<file path="src/rtl/bus_slot_arbiter.sv">
// Time-division arbiter for the shared PET bus: fixed 16-clock frames of video, MCU and 6502 slots.
// Latency: all outputs registered, computed one clock ahead from the frame counter; no backpressure, the requester holds mcu_req_i until mcu_done_o.
module bus_slot_arbiter #(
    parameter int VIDEO_FETCHES = 2
) (
    input  logic       clk_i,
    input  logic       reset_i,
    input  logic       mcu_req_i,
    input  logic       cpu_halt_i,
    output logic       cpu_be_o,
    output logic       cpu_clk_o,
    output logic       bus_oe_o,
    output logic       video_grant_o,
    output logic       video_idx_o,
    output logic       mcu_grant_o,
    output logic       strobe_o,
    output logic       mcu_done_o,
    output logic [3:0] cycle_o
);

    logic [3:0] c_q;
    logic [3:0] c_n;
    logic       halt_q;
    logic       slot_q;

    logic       halt_eff;
    logic       samp;
    logic       mid;
    logic       mcu_g_n;
    logic       mcu_last_n;
    logic       vid0_n;
    logic       vid1_n;
    logic       vid_g_n;
    logic       vid_st_n;
    logic       be_n;
    logic       clk_n;

    always_comb begin
        c_n      = c_q + 4'd1;
        // halt is captured at the end of c=7 and must already shape the c=8 outputs
        halt_eff = (c_q == 4'd7) ? cpu_halt_i : halt_q;

        // samp: last clock before an MCU slot; mid: first clock of the slot
        samp = (c_q == 4'd4) || (halt_q && ((c_q == 4'd8) || (c_q == 4'd12)));
        mid  = (c_q == 4'd5) || (halt_q && ((c_q == 4'd9) || (c_q == 4'd13)));

        mcu_g_n    = 1'b0;
        if (samp) begin
            mcu_g_n = mcu_req_i;
        end else if (mid) begin
            mcu_g_n = slot_q;
        end
        mcu_last_n = mid && slot_q;

        vid0_n   = (VIDEO_FETCHES > 0) && ((c_n == 4'd1) || (c_n == 4'd2));
        vid1_n   = (VIDEO_FETCHES > 1) && ((c_n == 4'd3) || (c_n == 4'd4));
        vid_g_n  = vid0_n || vid1_n;
        vid_st_n = (vid0_n && (c_n == 4'd2)) || (vid1_n && (c_n == 4'd4));

        // c=7 and c=0 stay dead so ownership never flips without an idle clock
        be_n  = c_n[3] && !halt_eff;
        clk_n = c_n[3] && c_n[2] && !halt_eff;
    end

    always_ff @(posedge clk_i) begin
        if (reset_i) begin
            c_q           <= 4'd0;
            halt_q        <= 1'b0;
            slot_q        <= 1'b0;
            cpu_be_o      <= 1'b0;
            cpu_clk_o     <= 1'b0;
            bus_oe_o      <= 1'b0;
            video_grant_o <= 1'b0;
            video_idx_o   <= 1'b0;
            mcu_grant_o   <= 1'b0;
            strobe_o      <= 1'b0;
            mcu_done_o    <= 1'b0;
        end else begin
            c_q <= c_n;
            if (c_q == 4'd7) begin
                halt_q <= cpu_halt_i;
            end
            if (samp) begin
                slot_q <= mcu_req_i;
            end
            cpu_be_o      <= be_n;
            cpu_clk_o     <= clk_n;
            bus_oe_o      <= vid_g_n || mcu_g_n;
            video_grant_o <= vid_g_n;
            video_idx_o   <= vid1_n;
            mcu_grant_o   <= mcu_g_n;
            strobe_o      <= vid_st_n || mcu_last_n;
            mcu_done_o    <= mcu_last_n;
        end
    end

    assign cycle_o = c_q;

endmodule

</file>
<file path="config.mk">
export PLATFORM = sky130hd
export DESIGN_NAME = bus_slot_arbiter
export DESIGN_NICKNAME = d
export VERILOG_FILES = /design/src/rtl/bus_slot_arbiter.sv
export SDC_FILE = /design/constraint.sdc
export NUM_CORES = 1
export LEC_CHECK = 0
export BUFFER_PORTS_ARGS = -buffer_cell sky130_fd_sc_hd__buf_2
export CAP_MARGIN = 20
export CORE_MARGIN = 8
export CORE_UTILIZATION = 44
export DETAILED_ROUTE_END_ITERATION = 8
export GPL_ROUTABILITY_DRIVEN = 0
export PLACE_DENSITY = 0.74
export SETUP_SLACK_MARGIN = 0.15
export SLEW_MARGIN = 20
export SYNTH_ARGS = -nofsm -noshare
export SYNTH_HDL_FRONTEND = slang
export SYNTH_SLANG_ARGS = --single-unit
export TNS_END_PERCENT = 10
</file>
<file path="constraint.sdc">
create_clock -name clk_i -period 1.5 [get_ports clk_i]
set_input_delay 0.075 -clock clk_i [delete_from_list [all_inputs] [get_ports clk_i]]
set_output_delay 0.075 -clock clk_i [all_outputs]
set_load 0.02 [all_outputs]
</file>
==> results of run 1 <==
layer usage:
layer | vias to the layer above | track usage | part of all wire
met1 | 238 | 0.09969 | 0.44
met3 | 2 | 0.05785 | 0.091
met5 | - | 0 | 0
met4 | 0 | 0.01230 | 0.0067
met2 | 13 | 0.1409 | 0.46
li1 | 273 | - | -
per-stage QoR:
step             util  instances  power, mW  setup WS, ns  area [um^2]
2_1_floorplan       -         70     0.5186        0.1505        664.4
3_3_place_gp   0.5516         97     0.5545        0.1345        735.7
6_report       0.5929        101     0.7689        0.1532        790.8
4_1_cts        0.5882        101     0.7787        0.1293        784.5
3_5_place_dp   0.5516         97     0.5562        0.1408        735.7
5_1_grt        0.5929        101     0.8138        0.1074        790.8
critical path, delay by kind of cell, from the launching register on:
kind	cells	cell delay, ns
flip-flops	1	0.41
adder cells (fa/ha/maj)	1	0.21
AO/OA/AOI/OAI	3	0.53
buffers and inverters	1	0.07
sequential cells by signal (all words and copies together) (netlist names):
register	flops
cycle_o	4
bus_oe_o	1
cpu_be_o	1
cpu_clk_o	1
halt_q	1
mcu_done_o	1
mcu_grant_o	1
slot_q	1
strobe_o	1
video_grant_o	1
video_idx_o	1
logic make-up after synthesis:
kind of cell,Yosys count,share of synthesized area
compound gates,15,0.1713
xor+xnor,2,0.02756
buf+inv,7,0.04920
mux,3,0.04725
simple gates,25,0.1851
flops,14,0.4409
fa+ha+maj,4,0.07874
placed cells by master, fill, tap and decap left out, drive strengths merged:
| master | Yosys | routed |
|---|---|---|
| nand2b | 1 | 1 |
| a211oi | 2 | 2 |
| o2111ai | 1 | 1 |
| mux2i | 3 | 3 |
| o211ai | 1 | 1 |
| buf | 3 | 15 |
| o21ai | 3 | 3 |
| and2 | 1 | 1 |
| nor2 | 10 | 10 |
| dfxtp | 14 | 14 |
| or3 | 1 | 1 |
| nor2b | 2 | 2 |
| nor4 | 1 | 1 |
| a21oi | 6 | 6 |
| a2111o | 1 | 1 |
| inv | 4 | 4 |
| nand2 | 4 | 4 |
| nor3 | 2 | 2 |
| clkbuf | 0 | 4 |
| ha | 4 | 4 |
| xnor2 | 2 | 2 |
| nand3 | 2 | 2 |
| nand3b | 1 | 1 |
| a21o | 1 | 1 |
cell usage after synthesis, types with 2 or more instances:
library cell  instances  area (um^2)
nor2_1               10        37.54
inv_1                 3        11.26
nor3_1                2        10.01
a21oi_1               5        25.02
dfxtp_1              14        280.3
nor2b_1               2        12.51
nand3_1               2        10.01
xnor2_1               2        17.52
a211oi_1              2        15.01
ha_1                  4        50.05
o21ai_0               2        10.01
nand2_1               4        15.01
mux2i_1               3        30.03
final timing paths:
check             startpoint  slack (ns)  cells after the start             to
setup reg to reg  cycle_o[0]        0.15                      5  video_grant_o
hold reg to reg       slot_q        0.48                      2     mcu_done_o
setup / recovery  cycle_o[0]        0.15                      5  video_grant_o
hold / removal    cpu_halt_i        0.06                      3         halt_q
final cells by class:
cell class	count	area, um^2
clock buffer	4	26.28
fill	126	543.0
inverter	4	15.01
multi-input combinational	49	367.9
sequential	14	287.8
tap	15	18.77
timing repair buffer	15	75.07
what timing repair did:
| action | CTS | global route |
|---|---|---|
| endpoints found under the setup margin | 2 | 3 |
| buffers inserted | 0 | 0 |
| resized for setup | 4 | 2 |
report_power, final:
group,total (mW),internal [mW],switching (mW)
clock,0.211,0.103,0.108
sequential,0.411,0.392,0.0197
combinational,0.146,0.0611,0.0851
total,0.769,0.556,0.213
==> out/qor.csv, run 1 <==
stage,metric,value,unit
timing,timing.final.crit_share,0.8979,
global_routing,track_usage,0.08841,
timing,fin_worst_skew,0.004183,ns
layout,syn_to_final_growth,24.41,%
floorplan,io_pins,16,
timing,fin_setup_tns,0,ns
drt,detail_route.vias_per_cell,5.208,
floorplan,start_util,0.4765,
flow_run,drv_cap,0,
yosys,synth_cells,70,
floorplan,fp.dieW,54.01,um
drt,drtIter0Drc,7,
layout,final_nets,95,
yosys,yosysWarningCount,0,
layout,n_antenna_cell,0,
floorplan,die_h,54.01,um
drt,drtAntennaViolNets,0,
floorplan,row_count,13,
power,power_density,972.4,nW/um^2
floorplan,core_area,1334,um^2
placed_design,hpwl,909.3,um
setup_path,critical_path_class,flip-flop to flip-flop,
timing,hold_viol_final,0,
timing,setup_viol,0,
power,p_leak,0.3103,nW
drt,num_vias,526,
layout,drive_above_1_share,0.3721,
timing,fin_crit,1.347,ns
setup_path,arrival,1.51,ns
global_routing,grt_max_degree,15,
clocking,cts_buffers,3,
hold_path,hold_class,input port to flip-flop,
timing,worst_pin_slew,0.3334,ns
setup_path,path_max_fanout,8,
clocking,cts_sinks,14,
setup_path,critPathSlowestCell,dfxtp_4,
global_routing,grt_antenna_before_repair,0,
clocking,worst_setup_hold_path_clk_slew,0.08,ns
global_routing,grt-ovfl-total,0,
global_routing,grt_pass1_vias,451,
yosys,ys_seq_area_frac,0.4409,
setup_path,end_kind,flip-flop,
clocking,cts_buffer_depth,2,
yosys,ys_seq_elements,14,
clocking,insertion_delay,0.27,ns
yosys,synthFlopType,dfxtp_1,
run_status,run_status,"finished, final reports clean",
timing,grt_setup_unrepaired,true,
yosys,syn_area,635.6,um^2
setup_path,slowest_delay,0.41,ns
drt,drtPass1Iterations,4,
drt,wl_per_cell,11.90,um
timing,slew_viol_final,0,
setup_path,worstPathRequired,1.66,ns
yosys,ys_async_sr_fraction,0,
timing,relSlewSlack,0.7774,
floorplan,die_area,2917,um^2
power,ir_worst_vdd,0.8304,mV
clocking,cts_hold_buffers,0,
global_routing,grt_pass1_wl,1932,um
clocking,cts_tree,yes,
drt,routed_wl,1202,um
yosys,ys_types,28,
setup_path,startpoint_type,flip-flop,
drt,drc_errors,0,
clocking,cts_max_level,1,
timing,holdWs,0.05559,ns
placed_design,port_buffers,15,
clocking,cts-root-buf,clkbuf_4,
setup_path,path_cells,"inv_2, ha_2, a2111o_1, o2111ai_2, a21oi_2",
yosys,synth-edff-count,0,
yosys,synth_fp_nets,78,
timing,max_freq,742.5,MHz
yosys,avgSynthCellArea,9.080,um^2
No activity file was read; power rests on OpenSTA's default activity.
==> inputs of run 2 (changes only) <==
--- a/config.mk
+++ b/config.mk
@@ -5,13 +5,14 @@
 export SDC_FILE = /design/constraint.sdc
 export NUM_CORES = 1
 export LEC_CHECK = 0
+export ABC_AREA = 1
 export BUFFER_PORTS_ARGS = -buffer_cell sky130_fd_sc_hd__buf_2
 export CAP_MARGIN = 20
 export CORE_MARGIN = 8
-export CORE_UTILIZATION = 44
+export CORE_UTILIZATION = 25
 export DETAILED_ROUTE_END_ITERATION = 8
 export GPL_ROUTABILITY_DRIVEN = 0
-export PLACE_DENSITY = 0.74
+export PLACE_DENSITY = 0.49
 export SETUP_SLACK_MARGIN = 0.15
 export SLEW_MARGIN = 20
 export SYNTH_ARGS = -nofsm -noshare
==> run 2 against run 1 <==
Setup slack better by 0.12 ns. Critical endpoint is now bus_oe_o. Critical path type unchanged. Largest cell class is now sequential cells. Sequential share of layout area up 3.7 points. Synthesized cell count down 2.9%. Non-clock buffer count unchanged.
==> out/qor.csv, run 2 <==
stage,metric,value,unit,change
layout,n_antenna_cell,0,,unchanged
clocking,cts_max_level,1,,unchanged
setup_path,startpoint_type,flip-flop,,
setup_path,end_kind,flip-flop,,
yosys,synthMuxAreaShare,0,,-0.04724
clocking,insertion_delay,0.27,ns,about the same
yosys,synth_top_family_by_area,simple AND/OR/NAND/NOR gates,,
layout,final_nets,95,,unchanged
yosys,synthTopCellsByCount,"14 x dfxtp_1, 14 x nand2_1, 11 x inv_1, 7 x nand3_1, 7 x nor2_1",,
floorplan,start_util,0.2574,,-0.2191
power,switchingPower,0.2101,mW,-1.3%
power,p_int,0.5832,mW,+4.9%
layout,fin_area,705.7,um^2,-11%
floorplan,die_h,63.04,um,+17%
floorplan,io_pins,16,,unchanged
global_routing,track_usage,0.06346,,-0.02496
timing,slew_viol_final,0,,unchanged
placed_design,dpl_worst_slack,0.1547,ns,+0.01391 ns
drt,num_vias,463,,-12%
run_status,run_status,"finished, final reports clean",,
placed_design,port_buffers,15,,unchanged
yosys,avgSynthCellArea,8.133,um^2,-10%
yosys,synth_fp_nets,76,,-2.6%
yosys,yosys.area_share.adder,0.09050,,+0.01176
layout,fin_cells,114,,+13%
clocking,cts_buffers,3,,unchanged
yosys,synth_compound_area_frac,0.04525,,-0.1260
flow_run,drv_cap,0,,unchanged
layout,largest_reg_flops,4,,unchanged
timing,fin_crit,1.229,ns,-0.1174 ns
power,power_density,1124,nW/um^2,+16%
clocking,cts_sinks,14,,unchanged
clocking,worst_setup_hold_path_clk_slew,0.08,ns,about the same
yosys,yosys.area_share.simple,0.2602,,+0.07514
drt,detail_route.vias_per_cell,4.061,,-22%
timing,grt_setup_unrepaired,false,,
layout,syn_to_final_growth,27.60,%,
hold_path,hold_class,input port to flip-flop,,
yosys,yosys-top-cells-area,"dfxtp_1 51%, nand2_1 9.5%, ha_1 9.0%",,
setup_path,arrival,1.45,ns,-0.06 ns
timing,worst_pin_slew,0.2641,ns,-0.06926 ns
placed_design,hpwl,880.9,um,-3.1%
yosys,yosysWarningCount,0,,unchanged
global_routing,grt_max_degree,12,,-3
floorplan,fp.dieW,63.04,um,+17%
global_routing,grt_antenna_before_repair,0,,unchanged
clocking,cts-root-buf,clkbuf_4,,
floorplan,die_area,3973,um^2,+36%
placed_design,dp_cells,110,,+13%
power,p_leak,0.3685,nW,+19%
layout,layout_common_cells,"15 x buf_2, 14 x nand2_1, 12 x dfxtp_1, 11 x inv_1",,
placed_design,dpl_cell_area,659.4,um^2,-10%
global_routing,grt_pass1_vias,495,,+9.8%
power,p_comb_frac,0.145,,-0.045
timing,fin_worst_skew,0.002754,ns,-0.001429 ns
power,ir_worst_vdd,0.3878,mV,-53%
timing,fin_setup_tns,0,ns,unchanged
drt,routed_wl,1102,um,-8.3%
yosys,synth-edff-count,0,,unchanged
drt,drc_errors,0,,unchanged
layout,layout_commonest_cell,buf_2,,
yosys,ys_types,16,,-43%
drt,drtPass1Iterations,4,,unchanged
yosys,synth_top_cell_area_share,0.5068,,+0.06584
clocking,cts_hold_buffers,0,,unchanged
yosys,ys_async_sr_fraction,0,,unchanged
setup_path,critical_path_class,flip-flop to flip-flop,,
setup_path,worstPathRequired,1.72,ns,+0.06 ns
yosys,synthFlopType,dfxtp_1,,
clocking,cts_setup_buffers,0,,unchanged
layout,n_fill_cell,233,,+85%
layout,utilization,0.3285,,-0.2644
timing,fin_ws,0.2706,ns,+0.1174 ns
clocking,cts_tree,yes,,
power,seqPwrFrac,0.516,,-0.019
drt,drtIter0Drc,7,,unchanged
yosys,syn_area,553.0,um^2,-13%
timing,setup_viol,0,,unchanged
timing,hold_viol_final,0,,unchanged
drt,wl_per_cell,9.667,um,-19%
timing,max_freq,813.4,MHz,+9.5%
floorplan,core_area,2148,um^2,+61%
drt,drtAntennaViolNets,0,,unchanged
yosys,synth_cells,68,,-2.9%
timing,relSlewSlack,0.8237,,+0.04624
power,power.total,0.7933,mW,+3.2%
yosys,ys_seq_elements,14,,unchanged
global_routing,grt_pass1_wl,2070,um,+7.1%
setup_path,path_max_fanout,7,,-1
clocking,cts_buffer_depth,2,,unchanged
timing,timing.final.crit_share,0.8196,,-0.07824
yosys,synth_largest_area_cell,dfxtp_1,,
floorplan,row_count,17,,+4
global_routing,grt-ovfl-total,0,,unchanged
yosys,ys_seq_area_frac,0.5068,,+0.06584
timing,holdWs,0.09531,ns,+0.03973 ns
yosys,synthXorXnorAreaFrac,0.01584,,-0.01172
power,p_clk_frac,0.338,,+0.063
power,swShare,0.2649,,-0.01206
layout,drive_above_1_share,0.2791,,-0.09302
run 2: cell count changes after synthesis, moves of 2 or more:
cell / change
nand3_1: +5
nor2_1: -3
mux2i_1: -3
a211oi_1: -2
nand2_1: +10
nand2_2: +2
nor2b_1: -2
inv_1: +8
a21oi_1: -4
run 2: power by group through the flow:
stage	sequential, mW	combinational, mW	clock [mW]
6_report	0.410	0.115	0.268
5_1_grt	0.415	0.131	0.289
4_1_cts	0.409	0.117	0.277
3_5_place_dp	0.417	0.115	0
3_3_place_gp	0.417	0.114	0
2_1_floorplan	0.444	0.0496	0
run 2: final cells by class:
class | instances | area [um^2] | share of cell area
Sequential cell | 14 | 282.8 | 0.4007
Multi-Input combinational cell | 42 | 235.2 | 0.3333
Timing Repair Buffer | 15 | 75.07 | 0.1064
Inverter | 11 | 41.29 | 0.05851
Clock buffer | 4 | 36.28 | 0.05142
Tap cell | 28 | 35.03 | 0.04965
run 2: timing repair:
item | CTS | global route
gates resized for setup | 1 | 3
pin swaps | 0 | 0
setup endpoints to repair | 2 | 8
gates cloned | 0 | 0
run 2: logic make-up (layout without fill, tap and decap cells):
logic type | count (synthesis) | in the layout
buf+inv | 12 | 30
compound gates | 4 | 4
xor+xnor | 1 | 1
simple gates | 33 | 33
fa+ha+maj | 4 | 4
flops | 14 | 14
run 2: metal layers:
layer  routed length [um]  track usage  vias to the layer above  share of wire
met5                    0            0                        -              0
met4                   23      0.05128                        0          0.021
met3                  104      0.02509                        2          0.094
met2                  491       0.1037                       13           0.45
met1                  483      0.06224                      195           0.44
li1                     -            -                      253              -
run 2: path summary, 6_finish.rpt:
path              start       end  slack, ns  depth (start not counted)
min           mcu_req_i    slot_q        0.1                          3
max reg2reg  cycle_o[0]  bus_oe_o       0.27                          6
min reg2reg      slot_q    slot_q       0.47                          2
max          cycle_o[0]  bus_oe_o       0.27                          6
run 2: worst max-delay path, cell delays in order (launching register included):
cell and delay (ns):
dfxtp_2 0.36, ha_1 0.25, xnor2_2 0.26, nand3_1 0.11, nand2_1 0.08, nand2_2 0.06
nand3_1 0.06
